--- config.mk ---
export PLATFORM = sky130hd
export DESIGN_NAME = fpu_arbiter_flat
export DESIGN_NICKNAME = d
export VERILOG_FILES = /design/src/rtl/fpu_arbiter_if.sv /design/src/rtl/fpu_arbiter.sv /design/src/flat_wrapper.sv
export SDC_FILE = /design/constraint.sdc
export NUM_CORES = 1
export LEC_CHECK = 0
export BUFFER_PORTS_ARGS = -buffer_cell sky130_fd_sc_hd__clkbuf_2
export CAP_MARGIN = 0
export CORE_AREA = 3 3 84 86
export CTS_BUF_LIST = sky130_fd_sc_hd__clkbuf_4
export DETAILED_ROUTE_END_ITERATION = 8
export DIE_AREA = 0 0 87 89
export PLACE_DENSITY = 0.76
export SKIP_LAST_GASP = 1
export SYNTH_ARGS = -nofsm -noshare
export SYNTH_HDL_FRONTEND = slang
export SYNTH_SLANG_ARGS = --single-unit
--- constraint.sdc ---
create_clock -name clock -period 3.9 [get_ports clock]
set_input_delay 0.975 -clock clock [delete_from_list [all_inputs] [get_ports clock]]
set_output_delay 0.975 -clock clock [all_outputs]
set_load 0.05 [all_outputs]
--- src/rtl/fpu_arbiter_if.sv ---
// fpu_arbiter_if: shared types and requester/response bus for fpu_arbiter.
//
// Package fpu_arbiter_pkg
//   fpuOp_t      FPU operation select (FPU_ADD / FPU_SUB)
//
// Interface fpu_arbiter_if #(BW, NREQ)
//   reqValid  [NREQ]     per-requester operation valid      (client -> arbiter)
//   reqReady  [NREQ]     per-requester accept, one-hot/zero  (arbiter -> client)
//   reqIn1    [NREQ][BW] operand 1 per requester             (client -> arbiter)
//   reqIn2    [NREQ][BW] operand 2 per requester             (client -> arbiter)
//   reqOp     [NREQ]     op per requester                    (client -> arbiter)
//   rspValid             response valid                      (arbiter -> client)
//   rspReady             response consumer ready             (client -> arbiter)
//   rspId     [IDW]      requester that owns the response    (arbiter -> client)
//   rspOut    [BW]       registered FPU result               (arbiter -> client)
//   rspCond   [4]        registered ZCNV flags               (arbiter -> client)
//
// Modports: master = client side, slave = arbiter side.

package fpu_arbiter_pkg;

    typedef enum logic {
        FPU_ADD = 1'b0,
        FPU_SUB = 1'b1
    } fpuOp_t;

endpackage

interface fpu_arbiter_if #(
    parameter int BW   = 16,
    parameter int NREQ = 4
) ();

    import fpu_arbiter_pkg::*;

    localparam int IDW = (NREQ > 1) ? $clog2(NREQ) : 1;

    logic [NREQ-1:0]         reqValid;
    logic [NREQ-1:0]         reqReady;
    logic [NREQ-1:0][BW-1:0] reqIn1;
    logic [NREQ-1:0][BW-1:0] reqIn2;
    fpuOp_t [NREQ-1:0]       reqOp;

    logic                    rspValid;
    logic                    rspReady;
    logic [IDW-1:0]          rspId;
    logic [BW-1:0]           rspOut;
    logic [3:0]              rspCond;

    modport master (
        output reqValid, reqIn1, reqIn2, reqOp, rspReady,
        input  reqReady, rspValid, rspId, rspOut, rspCond
    );

    modport slave (
        input  reqValid, reqIn1, reqIn2, reqOp, rspReady,
        output reqReady, rspValid, rspId, rspOut, rspCond
    );

endinterface

--- src/rtl/fpu_arbiter.sv ---
// fpu_arbiter: round-robin sharing of one combinational half-precision
// add/sub FPU between NREQ requesters, with a single-entry response buffer
// tagged by requester ID.
//
// Ports
//   clock      rising-edge clock
//   reset_n    asynchronous active-low reset
//   bus        fpu_arbiter_if.slave: request handshakes and response buffer
//   fpuIn1     operand 1 to the external FPU
//   fpuIn2     operand 2 to the external FPU
//   op         op select to the external FPU
//   fpuOut     FPU result (combinational from fpuIn1/fpuIn2/op)
//   condCodes  FPU ZCNV flags
//
// Optional feature, macro FPU_ARB_STATS_EN:
//   grantCount [NREQ][16]  saturating per-requester handshake counters
//   ovfCount   [16]        saturating count of captures with V (condCodes[0]) set

module fpu_arbiter
    import fpu_arbiter_pkg::*;
#(
    parameter int BW   = 16,
    parameter int EW   = 5,
    parameter int SW   = 10,
    parameter int NREQ = 4,
    localparam int IDW = (NREQ > 1) ? $clog2(NREQ) : 1
) (
    input  logic          clock,
    input  logic          reset_n,
    fpu_arbiter_if.slave  bus,
    output logic [BW-1:0] fpuIn1,
    output logic [BW-1:0] fpuIn2,
    output fpuOp_t        op,
    input  logic [BW-1:0] fpuOut,
    input  logic [3:0]    condCodes
`ifdef FPU_ARB_STATS_EN
    ,
    output logic [15:0]   grantCount [NREQ],
    output logic [15:0]   ovfCount
`endif
);

    // Elaboration guards: the requester count must fit the arbiter, and the
    // float format fields must add up to the bus width.
    if (NREQ < 2 || NREQ > 8) begin : gBadNreq
        $error("fpu_arbiter: NREQ must be in 2..8");
    end
    if (1 + EW + SW != BW) begin : gBadFormat
        $error("fpu_arbiter: 1 + EW + SW must equal BW");
    end

    typedef enum logic {
        EMPTY = 1'b0,
        FULL  = 1'b1
    } bufState_t;

    bufState_t      state;
    bufState_t      nextState;
    logic [IDW-1:0] ptr;
    logic [IDW-1:0] grantIdx;
    logic           grantValid;
    logic           accept;
    logic [31:0]    scanIdx;

    logic [IDW-1:0] rspIdReg;
    logic [BW-1:0]  rspOutReg;
    logic [3:0]     rspCondReg;

    // The buffer can take a new result when empty or when it is being drained
    // this same cycle. Gating with reset_n keeps reqReady low while in reset.
    always_comb begin
        accept = reset_n && ((state == EMPTY) || bus.rspReady);
    end

    // Round-robin scan: first valid requester at ptr, ptr+1, ... wrapping at
    // NREQ, so IDs >= NREQ are never produced even for non-power-of-2 NREQ.
    always_comb begin
        grantValid = 1'b0;
        grantIdx   = '0;
        scanIdx    = '0;
        if (accept) begin
            for (int k = 0; k < NREQ; k++) begin
                scanIdx = 32'(ptr) + 32'(k);
                if (scanIdx >= 32'(NREQ)) begin
                    scanIdx = scanIdx - 32'(NREQ);
                end
                if (!grantValid && bus.reqValid[scanIdx[IDW-1:0]]) begin
                    grantValid = 1'b1;
                    grantIdx   = scanIdx[IDW-1:0];
                end
            end
        end
    end

    // One-hot ready toward the granted requester and the matching operand
    // mux toward the FPU; with no grant the FPU sees a quiet 0 + 0.
    always_comb begin
        bus.reqReady = '0;
        fpuIn1       = '0;
        fpuIn2       = '0;
        op           = FPU_ADD;
        if (grantValid) begin
            bus.reqReady[grantIdx] = 1'b1;
            fpuIn1                 = bus.reqIn1[grantIdx];
            fpuIn2                 = bus.reqIn2[grantIdx];
            op                     = bus.reqOp[grantIdx];
        end
    end

    // Buffer next-state: a handshake always leaves it FULL; a drain without
    // a refill empties it.
    always_comb begin
        nextState = state;
        case (state)
            EMPTY: begin
                if (grantValid) begin
                    nextState = FULL;
                end
            end
            FULL: begin
                if (bus.rspReady && !grantValid) begin
                    nextState = EMPTY;
                end
            end
            default: nextState = EMPTY;
        endcase
    end

    // State register, round-robin pointer and response capture. The pointer
    // moves past the winner only on a handshake; payload registers hold
    // their last value when the buffer drains.
    always_ff @(posedge clock or negedge reset_n) begin
        if (!reset_n) begin
            state      <= EMPTY;
            ptr        <= '0;
            rspIdReg   <= '0;
            rspOutReg  <= '0;
            rspCondReg <= '0;
        end else begin
            state <= nextState;
            if (grantValid) begin
                rspIdReg   <= grantIdx;
                rspOutReg  <= fpuOut;
                rspCondReg <= condCodes;
                ptr        <= (grantIdx == IDW'(NREQ - 1)) ? '0 : grantIdx + IDW'(1);
            end
        end
    end

    assign bus.rspValid = (state == FULL);
    assign bus.rspId    = rspIdReg;
    assign bus.rspOut   = rspOutReg;
    assign bus.rspCond  = rspCondReg;

`ifdef FPU_ARB_STATS_EN
    // Saturating statistics: handshakes per requester, and captures that
    // carried the FPU overflow flag.
    always_ff @(posedge clock or negedge reset_n) begin
        if (!reset_n) begin
            for (int i = 0; i < NREQ; i++) begin
                grantCount[i] <= '0;
            end
            ovfCount <= '0;
        end else if (grantValid) begin
            for (int i = 0; i < NREQ; i++) begin
                if (grantIdx == IDW'(i) && grantCount[i] != 16'hFFFF) begin
                    grantCount[i] <= grantCount[i] + 16'd1;
                end
            end
            if (condCodes[0] && ovfCount != 16'hFFFF) begin
                ovfCount <= ovfCount + 16'd1;
            end
        end
    end
`endif

endmodule

--- src/flat_wrapper.sv ---
// flat-port wrapper written by rule: the top's interface ports become plain ports
module fpu_arbiter_flat import fpu_arbiter_pkg::*;
#(
    parameter int BW   = 16,
    parameter int EW   = 5,
    parameter int SW   = 10,
    parameter int NREQ = 4,
    localparam int IDW = (NREQ > 1) ? $clog2(NREQ) : 1
)
  (clock, reset_n, fpuIn1, fpuIn2, op, fpuOut, condCodes, bus_reqValid, bus_reqIn1, bus_reqIn2, bus_reqOp, bus_rspReady, bus_reqReady, bus_rspValid, bus_rspId, bus_rspOut, bus_rspCond);
  fpu_arbiter_if #(.BW(BW), .NREQ(NREQ)) bus_i ();
  input  logic clock;
  input  logic reset_n;
  output logic [BW-1:0] fpuIn1;
  output logic [BW-1:0] fpuIn2;
  output fpuOp_t op;
  input  logic [BW-1:0] fpuOut;
  input  logic [3:0] condCodes;
  input wire logic [$bits(bus_i.reqValid)-1:0] bus_reqValid;
  input wire logic [$bits(bus_i.reqIn1)-1:0] bus_reqIn1;
  input wire logic [$bits(bus_i.reqIn2)-1:0] bus_reqIn2;
  input wire logic [$bits(bus_i.reqOp)-1:0] bus_reqOp;
  input wire logic [$bits(bus_i.rspReady)-1:0] bus_rspReady;
  output wire logic [$bits(bus_i.reqReady)-1:0] bus_reqReady;
  output wire logic [$bits(bus_i.rspValid)-1:0] bus_rspValid;
  output wire logic [$bits(bus_i.rspId)-1:0] bus_rspId;
  output wire logic [$bits(bus_i.rspOut)-1:0] bus_rspOut;
  output wire logic [$bits(bus_i.rspCond)-1:0] bus_rspCond;
  assign bus_i.reqValid = bus_reqValid;
  assign bus_i.reqIn1 = bus_reqIn1;
  assign bus_i.reqIn2 = bus_reqIn2;
  assign bus_i.reqOp = bus_reqOp;
  assign bus_i.rspReady = bus_rspReady;
  assign bus_reqReady = bus_i.reqReady;
  assign bus_rspValid = bus_i.rspValid;
  assign bus_rspId = bus_i.rspId;
  assign bus_rspOut = bus_i.rspOut;
  assign bus_rspCond = bus_i.rspCond;
  fpu_arbiter #(.BW(BW), .EW(EW), .SW(SW), .NREQ(NREQ)) u_core (.clock(clock), .reset_n(reset_n), .bus(bus_i), .fpuIn1(fpuIn1), .fpuIn2(fpuIn2), .op(op), .fpuOut(fpuOut), .condCodes(condCodes));
endmodule
==> results.json, run 1 <==
{
  "status": "finished clean",
  "viasPerCell": 4.91,
  "crit_required_ns": 2.92,
  "h-tree-depth": 1,
  "synthTopCellsByCount": "nand2_1 (70), mux2i_1 (66), o22ai_1 (33)",
  "critical_path_class": "in2out",
  "n_fill_cell": 576,
  "fin_util_pct": 57.0,
  "worstPathArrival_ns": 2.71,
  "cellPowerDensity_nw_per_um2": 473,
  "post_cts_buffers": 0,
  "p_sw_share_pct": 51.2,
  "yosysMostFrequentCell": "nand2_1",
  "start_kind": "input pin",
  "synth-seq-cells": 25,
  "path_max_fanout": 33,
  "die_x_um": 87,
  "max_freq_mhz": 272,
  "antenna_left": 0,
  "vias": 2595,
  "grt_pass1_vias": 2408,
  "p_comb_share_pct": 73.2,
  "rsz0062_at_grt": "no",
  "syn_inst": 242,
  "portBuffers": 218,
  "num_rows": 29,
  "die_h_um": 89,
  "root_buffer": "clkbuf_4",
  "dieArea_um2": 7740,
  "drv_slew": 0,
  "async_flop_share_pct": 100,
  "synth_largest_area_cell": "mux2i_1",
  "finalSetupTns_ns": 0,
  "p_int_uw": 836,
  "finalWirelength_mm": 8.57,
  "track_usage_pct": 19.3,
  "hold_viol_final": 0,
  "synth_area_um2": 2130,
  "grt_start_max_net_pins": 34,
  "synth.net_count": 405,
  "synth_top_area_share_pct": 31.0,
  "finalNetCount": 616,
  "cts_tree": "built",
  "ios": 219,
  "wl_per_cell_um": 16.2,
  "seqPwrFrac_pct": 19.8,
  "cts_hold_buf": 0,
  "clock_skew_ns": 0.00858,
  "syn_area_per_cell_um2": 8.80,
  "cts_buffer_depth": 2,
  "clkPwrFrac_pct": 7.0,
  "setup-violations-final": 0,
  "p_leak_uw": 0.00215,
  "synth_area_leaders": "mux2i_1 (31%), dfrtp_1 (29%), nand2_1 (12%)",
  "globalplace.congestion": 0.717,
  "power_uw": 1710,
  "area_growth_pct": 70.0,
  "route.detailed.drc": 0,
  "yosys_most_used_dff": "dfrtp_1",
  "switching_power_uw": 878,
  "max_cap_violations": 0,
  "drive_gt1_share_pct": 52.0,
  "insertedDiodeCount": 0,
  "drt_first_pass_iters": 4,
  "synth-edff-count": 0,
  "regArea_um2": 626,
  "core_um2": 6350,
  "synth_cell_types": 26,
  "grt_pass1_wl_mm": 12.0,
  "ys_seq_area_share_pct": 29.4,
  "cts.sinks": 25,
  "grt_antenna_before_repair": 0,
  "hpwlAfterDp_mm": 7.16,
  "cts_resized": 0,
  "numCtsBuffers": 3,
  "fin_crit_sh_pct": 94.4,
  "hold_class": "reg2reg",
  "worstSetupEndpointType": "primary output",
  "finalCriticalPeriod_ns": 3.68,
  "initial_core_util_pct": 33.5,
  "clock_latency_ns": 0.32,
  "tightest_slew_ns": 0.761,
  "ir_worst_vdd_mv": 0.280,
  "overflow": 0,
  "clk_pin_slew_ns": 0.14,
  "slew_headroom_pct": 49.3,
  "multi_input_area_um2": 1340,
  "drtIter0Drc": 50,
  "yosys_warnings": 0
}
## state kept, by name, indices dropped and copies added, names as in the netlist
signal,count
u_core.bus.rspOut,16
u_core.bus.rspId,2
u_core.ptr,2
u_core.bus.rspValid,1
u_core.bus.rspCond,4
## cells in the final DEF, fill, tap and decap left out, drive strengths merged
cell | synthesis | layout
clkbuf | 7 | 198
nand2 | 71 | 71
mux2i | 66 | 66
o22ai | 33 | 33
buf | 12 | 30
dfrtp | 25 | 25
and2 | 4 | 4
ha | 4 | 4
inv | 3 | 4
nand2b | 3 | 3
a21oi | 3 | 3
nor2 | 2 | 2
nor2b | 2 | 2
a21o | 2 | 2
a221oi | 1 | 1
o32ai | 1 | 1
or2 | 1 | 1
a211o | 1 | 1
o21a | 1 | 1
## cell type report
cell class | instances | share of cell area [%]
Inverter | 3 | 0.311
Multi-Input combinational cell | 195 | 37.1
Tap cell | 77 | 2.66
Sequential cell | 25 | 17.3
Clock inverter | 1 | 0.242
Timing Repair Buffer | 225 | 41.8
Clock buffer | 3 | 0.622
## cells by family (layout without fill, tap and decap cells)
family                     after synthesis  in the layout  share of synthesized area (%)
and+or+nand+nor                         83             83                           15.9
DFF                                     25             25                           29.4
buffers and inverters                   22            232                           8.17
adders and majority gates                4              4                           2.35
muxes                                   66             66                           31.0
AOI/OAI and AO/OA                       42             42                           13.2
## per-layer routing
layer  routed length, um  part of all wire (%)  GRT usage [%]
met1                3160                    37           24.1
met2                4440                    52           34.0
met3                 888                    10           5.07
met4                  72                  0.84           3.12
met5                   0                     0              0
## power by group through the flow
stage	logic, uW	registers (uW)	clock network [uW]
4_1_cts	1260	340	129
3_5_place_dp	1260	343	0
6_report	1250	340	120
5_1_grt	1320	345	138
3_3_place_gp	1240	342	0
2_1_floorplan	735	475	0
## worst paths after layout
path                                      start                    to  slack (ns)  cells after the start
max in group asynchronous               reset_n   u_core.bus.rspId[0]        3.01                      2
min                        u_core.bus.rspOut[1]  u_core.bus.rspOut[1]        0.49                      2
min in group asynchronous               reset_n  u_core.bus.rspOut[3]        0.65                      2
max                             bus_reqValid[2]             fpuIn2[6]        0.22                      8
max reg2reg                       u_core.ptr[0]         u_core.ptr[1]        1.95                      9
min reg2reg                u_core.bus.rspOut[1]  u_core.bus.rspOut[1]        0.49                      2
## through the flow
| step | worst slack, ns | hold WS, ns | std cells | area [um^2] |
|---|---|---|---|---|
| after floorplan | 0.190 | 0.517 | 242 | 2130 |
| after global placement | 0.286 | 0.458 | 525 | 3590 |
| after detailed placement | 0.246 | 0.461 | 525 | 3590 |
| after CTS | 0.234 | 0.497 | 529 | 3620 |
| after global routing | 0.126 | 0.524 | 529 | 3620 |
| final | 0.218 | 0.490 | 529 | 3620 |
## worst max-delay path, cell delays in order
cell and delay, ns:
clkbuf_2 0.09, nor2b_1 0.13, a21o_1 0.19, a221oi_4 0.30, buf_12 0.28, mux2i_1 0.34
o22ai_1 0.17, buf_12 0.18
Note: power is estimated with default switching activity, not from simulation.
==> inputs of run 2 (changes only) <==
--- a/config.mk
+++ b/config.mk
@@ -12,6 +12,7 @@
 export DETAILED_ROUTE_END_ITERATION = 8
 export DIE_AREA = 0 0 87 89
 export PLACE_DENSITY = 0.76
+export SETUP_SLACK_MARGIN = 0.4
 export SKIP_LAST_GASP = 1
 export SYNTH_ARGS = -nofsm -noshare
 export SYNTH_HDL_FRONTEND = slang
==> run 2 against run 1 <==
Effect of this change: routed wire length is 24% higher; global-route usage grew 2.8 points; non-clock buffer count increased by 9; die area unchanged; fmax increased by 1.9%; hold slack improved by 0.0050 ns; register-to-register slack better by 0.11 ns; clock skew up 0.0013 ns; first-iteration DRC count up 24%; highest routed layer unchanged.
==> results.json, run 2 (same netlist as run 1, synthesis figures left out) <==
{
  "status": "finished clean",
  "cpMostUsedCell": "buf_6",
  "core_um2": 6350,
  "crit_required_ns": 2.92,
  "finalWirelength_mm": 10.7,
  "grt_pass1_vias": 2772,
  "path_delay_family": "buffers and inverters",
  "max_stage_delay_ns": 0.28,
  "dieArea_um2": 7740,
  "drtIter0Drc": 62,
  "grt_antenna_before_repair": 0,
  "numCtsBuffers": 3,
  "portBuffers": 218,
  "track_usage_pct": 22.1,
  "layout_setup_ws_ns": 0.285,
  "slew_headroom_pct": 49.5,
  "globalplace.congestion": 0.737,
  "critPathBufInv": 4,
  "power_uw": 2160,
  "cts_tree": "built",
  "root_buffer": "clkbuf_4",
  "path_cells": "buf_6 > nor2b_4 > a21o_1 > a221oi_4 > buf_6 > clkbuf_16 > mux2i_2 > o22ai_2 > buf_12",
  "p_leak_uw": 0.00230,
  "hold_ws_ns": 0.495,
  "die_x_um": 87,
  "drv_slew": 0,
  "insertedDiodeCount": 0,
  "viasPerCell": 5.14,
  "clock_latency_ns": 0.33,
  "rsz0062_at_grt": "yes",
  "largest_register_ff_count": 16,
  "vias": 2763,
  "die_h_um": 89,
  "grt_pass1_wl_mm": 13.6,
  "cts_buffer_depth": 2,
  "start_kind": "input pin",
  "finalNetCount": 625,
  "placed_cells": 527,
  "worstSetupEndpointType": "primary output",
  "wl_per_cell_um": 19.8,
  "drive_gt1_share_pct": 67.7,
  "overflow": 0,
  "final_cells": 538,
  "worstPathArrival_ns": 2.64,
  "num_rows": 29,
  "max_freq_mhz": 277,
  "hold_viol_final": 0,
  "initial_core_util_pct": 33.5,
  "ir_worst_vdd_mv": 0.271,
  "finalSetupTns_ns": 0,
  "clk_pin_slew_ns": 0.16,
  "layout_common_cells": "clkbuf_2 (180), nand2_1 (70), mux2i_1 (38)",
  "grt_start_max_net_pins": 34,
  "antenna_left": 0,
  "cts.sinks": 25,
  "h-tree-depth": 1,
  "hpwlAfterDp_mm": 7.61,
  "path_max_fanout": 5,
  "final_common_cell": "clkbuf_2",
  "cellPowerDensity_nw_per_um2": 490,
  "dpl_worst_slack_ns": 0.274,
  "fin_crit_sh_pct": 92.7,
  "drt_first_pass_iters": 4,
  "tightest_slew_ns": 0.757,
  "hold_class": "reg2reg",
  "clock_skew_ns": 0.00992,
  "ios": 219,
  "setup-violations-final": 0,
  "max_cap_violations": 0,
  "route.detailed.drc": 0,
  "area_growth_pct": 108,
  "crit_slowest_cell": "a221oi_4",
  "critical_path_class": "in2out",
  "finalCriticalPeriod_ns": 3.61
}
## run 2: area by class of cell
cell class / instances / area [um^2]
Tap cell: 77 / 96.3
Multi-Input combinational cell: 195 / 1850
Clock inverter: 1 / 8.76
Fill cell: 482 / 1930
Timing Repair Buffer: 234 / 1810
Clock buffer: 3 / 22.5
Sequential cell: 25 / 626
Inverter: 3 / 11.3
## run 2: report_power, final
part           internal (uW)  switching, uW  total, uW
clock                   41.8           87.3        129
combinational            770            923       1690
sequential               304           37.6        341
total                   1120           1050       2160
## run 2: routing by layer
layer / track usage [%] / vias up / share of wire [%]
met5: 0 / - / 0
met4: 6.37 / 0 / 2.7
met3: 6.64 / 22 / 9.6
met2: 38.9 / 137 / 52
met1: 26.0 / 1305 / 36
li1: - / 1299 / -
## run 2: path summary, 6_finish.rpt
path | start | end | slack [ns] | cells past startpoint
worst max-delay path | bus_reqValid[2] | fpuIn1[7] | 0.29 | 9
worst min-delay path | u_core.bus.rspOut[3] | u_core.bus.rspOut[3] | 0.50 | 2
worst max register to register | u_core.ptr[0] | u_core.ptr[1] | 2.06 | 9
worst min register to register | u_core.bus.rspOut[3] | u_core.bus.rspOut[3] | 0.50 | 2
max in group asynchronous | reset_n | u_core.bus.rspOut[2] | 3.01 | 2
min in group asynchronous | reset_n | u_core.bus.rspOut[4] | 0.64 | 2
## run 2: tightest hold or removal path, stage by stage (launching register included)
cell     delay, ns
dfrtp_1       0.37
nand2_1       0.05
nand2_1       0.05
## run 2: per-stage QoR
step           utilization, %  cell area [um^2]
2_1_floorplan               -              2290
3_3_place_gp             60.0              3810
3_5_place_dp             60.0              3810
4_1_cts                  63.7              4050
5_1_grt                  69.6              4420
6_report                 69.6              4420
## run 2: timing repair
action / CTS / global route
cloned: 0 / 4
hold buffers: 0 / 0
pin swaps: 1 / 4
resized for setup: 42 / 61
setup buffers: 2 / 1
endpoints found under the setup margin: 37 / 37
==> inputs of run 3 (changes only) <==
--- a/config.mk
+++ b/config.mk
@@ -12,7 +12,7 @@
 export DETAILED_ROUTE_END_ITERATION = 8
 export DIE_AREA = 0 0 87 89
 export PLACE_DENSITY = 0.76
-export SETUP_SLACK_MARGIN = 0.4
+export SETUP_SLACK_MARGIN = 0.3
 export SKIP_LAST_GASP = 1
 export SYNTH_ARGS = -nofsm -noshare
 export SYNTH_HDL_FRONTEND = slang
==> run 3 against run 2 <==
Effect of this change: register-to-register slack got worse by 0.04 ns; utilization fell by 6.4 points; clock skew shrank 0.0021 ns; largest cell class is now buffers; fmax is essentially flat; critical path type unchanged; sequential power about the same; setup slack worse by 0.0011 ns; highest routed layer unchanged.
==> results.json, run 3 (same netlist as run 1, synthesis figures left out) <==
{
  "status": "finished clean",
  "vias": 2628,
  "finalWirelength_mm": 9.24,
  "clock_latency_ns": 0.32,
  "power_uw": 1910,
  "slew_headroom_pct": 53.0,
  "start_kind": "input pin",
  "drt_first_pass_iters": 4,
  "finalSetupTns_ns": 0,
  "worstSetupEndpointType": "primary output",
  "drive_gt1_share_pct": 60.7,
  "n_fill_cell": 527,
  "ios": 219,
  "track_usage_pct": 20.2,
  "tightest_slew_ns": 0.705,
  "layout_setup_ws_ns": 0.284,
  "critical_path_class": "in2out",
  "h-tree-depth": 1,
  "reg2reg_from": "u_core.ptr[0]",
  "viasPerCell": 4.93,
  "root_buffer": "clkbuf_4",
  "hold_class": "reg2reg",
  "dr_wl_met3_um": 839,
  "grt_start_max_net_pins": 34,
  "portBuffers": 218,
  "globalplace.congestion": 0.816,
  "max_cap_violations": 0,
  "highest_layer": "met4",
  "clk_pin_slew_ns": 0.14,
  "crit_required_ns": 2.92,
  "antenna_left": 0,
  "rsz0062_at_grt": "yes",
  "num_rows": 29,
  "min-delay-start": "u_core.bus.rspOut[8]",
  "hpwlAfterDp_mm": 7.33,
  "ir_worst_vdd_mv": 0.286,
  "route.met2.wl_mm": 4.87,
  "cts_tree": "built",
  "r2r_slack_ns": 2.02,
  "r2r_cells": 9,
  "fin_crit_sh_pct": 92.7,
  "overflow": 0,
  "cts.sinks": 25,
  "grt_pass1_vias": 2567,
  "clock_skew_ns": 0.00783,
  "die_h_um": 89,
  "setup-violations-final": 0,
  "core_um2": 6350,
  "route.detailed.drc": 0,
  "cellPowerDensity_nw_per_um2": 476,
  "hold_viol_final": 0,
  "wl_met1_mm": 3.47,
  "area_growth_pct": 88.5,
  "grt_pass1_wl_mm": 12.5,
  "cts_buffer_depth": 2,
  "worstPathArrival_ns": 2.64,
  "hold_depth": 2,
  "wl_per_cell_um": 17.3,
  "max_freq_mhz": 277,
  "reg2reg_to": "u_core.ptr[1]",
  "die_x_um": 87,
  "final_common_cell": "clkbuf_2",
  "layout_common_cells": "clkbuf_2 (184), nand2_1 (70), mux2i_1 (62)",
  "drv_slew": 0,
  "drtIter0Drc": 48,
  "finalCriticalPeriod_ns": 3.62,
  "dieArea_um2": 7740,
  "p_leak_uw": 0.00226,
  "finalNetCount": 620,
  "insertedDiodeCount": 0,
  "dpl_worst_slack_ns": 0.237,
  "initial_core_util_pct": 33.5,
  "min_to": "u_core.bus.rspOut[8]",
  "path_max_fanout": 8,
  "grt_antenna_before_repair": 0,
  "cts_hold_buf": 0,
  "largest_register_ff_count": 16,
  "numCtsBuffers": 3
}
[run 3: worst max path at each step]
stage	to	slack, ns	cells past startpoint	startpoint
final	fpuIn1[8]	0.28	9	bus_reqValid[2]
after global routing	op	0.25	8	bus_reqValid[1]
after floorplan	fpuIn1[7]	0.19	7	bus_reqValid[2]
after CTS	fpuIn1[0]	0.28	9	bus_reqValid[2]
after detailed placement	op	0.24	8	bus_reqValid[2]
after global placement	op	0.27	8	bus_reqValid[2]
[run 3: per-layer routing]
layer,GRT usage (%),vias up
met2,36.6,116
li1,-,1289
met3,5.07,8
met4,3.82,0
met5,0,-
met1,24.3,1215
[run 3: power by group]
part	internal [uW]	switching [uW]	total [uW]
Combinational	616	837	1450
Clock	39.1	77.0	116
Sequential	304	37.2	341
Total	959	951	1910
[run 3: area by class of cell]
class | instances | area (um^2) | share of cell area [%]
Inverter | 3 | 11.3 | 0.280
Timing Repair Buffer | 229 | 1680 | 41.9
Clock buffer | 3 | 22.5 | 0.561
Clock inverter | 1 | 7.51 | 0.187
Sequential cell | 25 | 626 | 15.6
Multi-Input combinational cell | 195 | 1570 | 39.1
Tap cell | 77 | 96.3 | 2.40
[run 3: stage by stage]
stage / cells / utilization, % / hold WS, ns / cell area [um^2]
floorplan: 242 / - / 0.517 / 2280
global placement: 525 / 60.0 / 0.460 / 3810
detailed placement: 525 / 60.0 / 0.462 / 3810
CTS: 532 / 61.4 / 0.498 / 3900
global route: 533 / 63.2 / 0.524 / 4020
finish: 533 / 63.2 / 0.491 / 4020
[run 3: worst max-delay path, stage by stage]
cell and delay (ns):
buf_6 0.10, nor2b_4 0.12, a21o_1 0.19, a221oi_4 0.33
buf_6 0.18, buf_16 0.14, mux2i_1 0.29, o22ai_2 0.14
buf_12 0.17
[run 3: repair_timing]
| item | in CTS | in global routing |
|---|---|---|
| gates cloned | 1 | 1 |
| hold endpoints to repair | 0 | 0 |
| pin swaps | 1 | 2 |
| resized for setup | 5 | 26 |
| setup buffers | 2 | 0 |
| endpoints found under the setup margin | 11 | 35 |
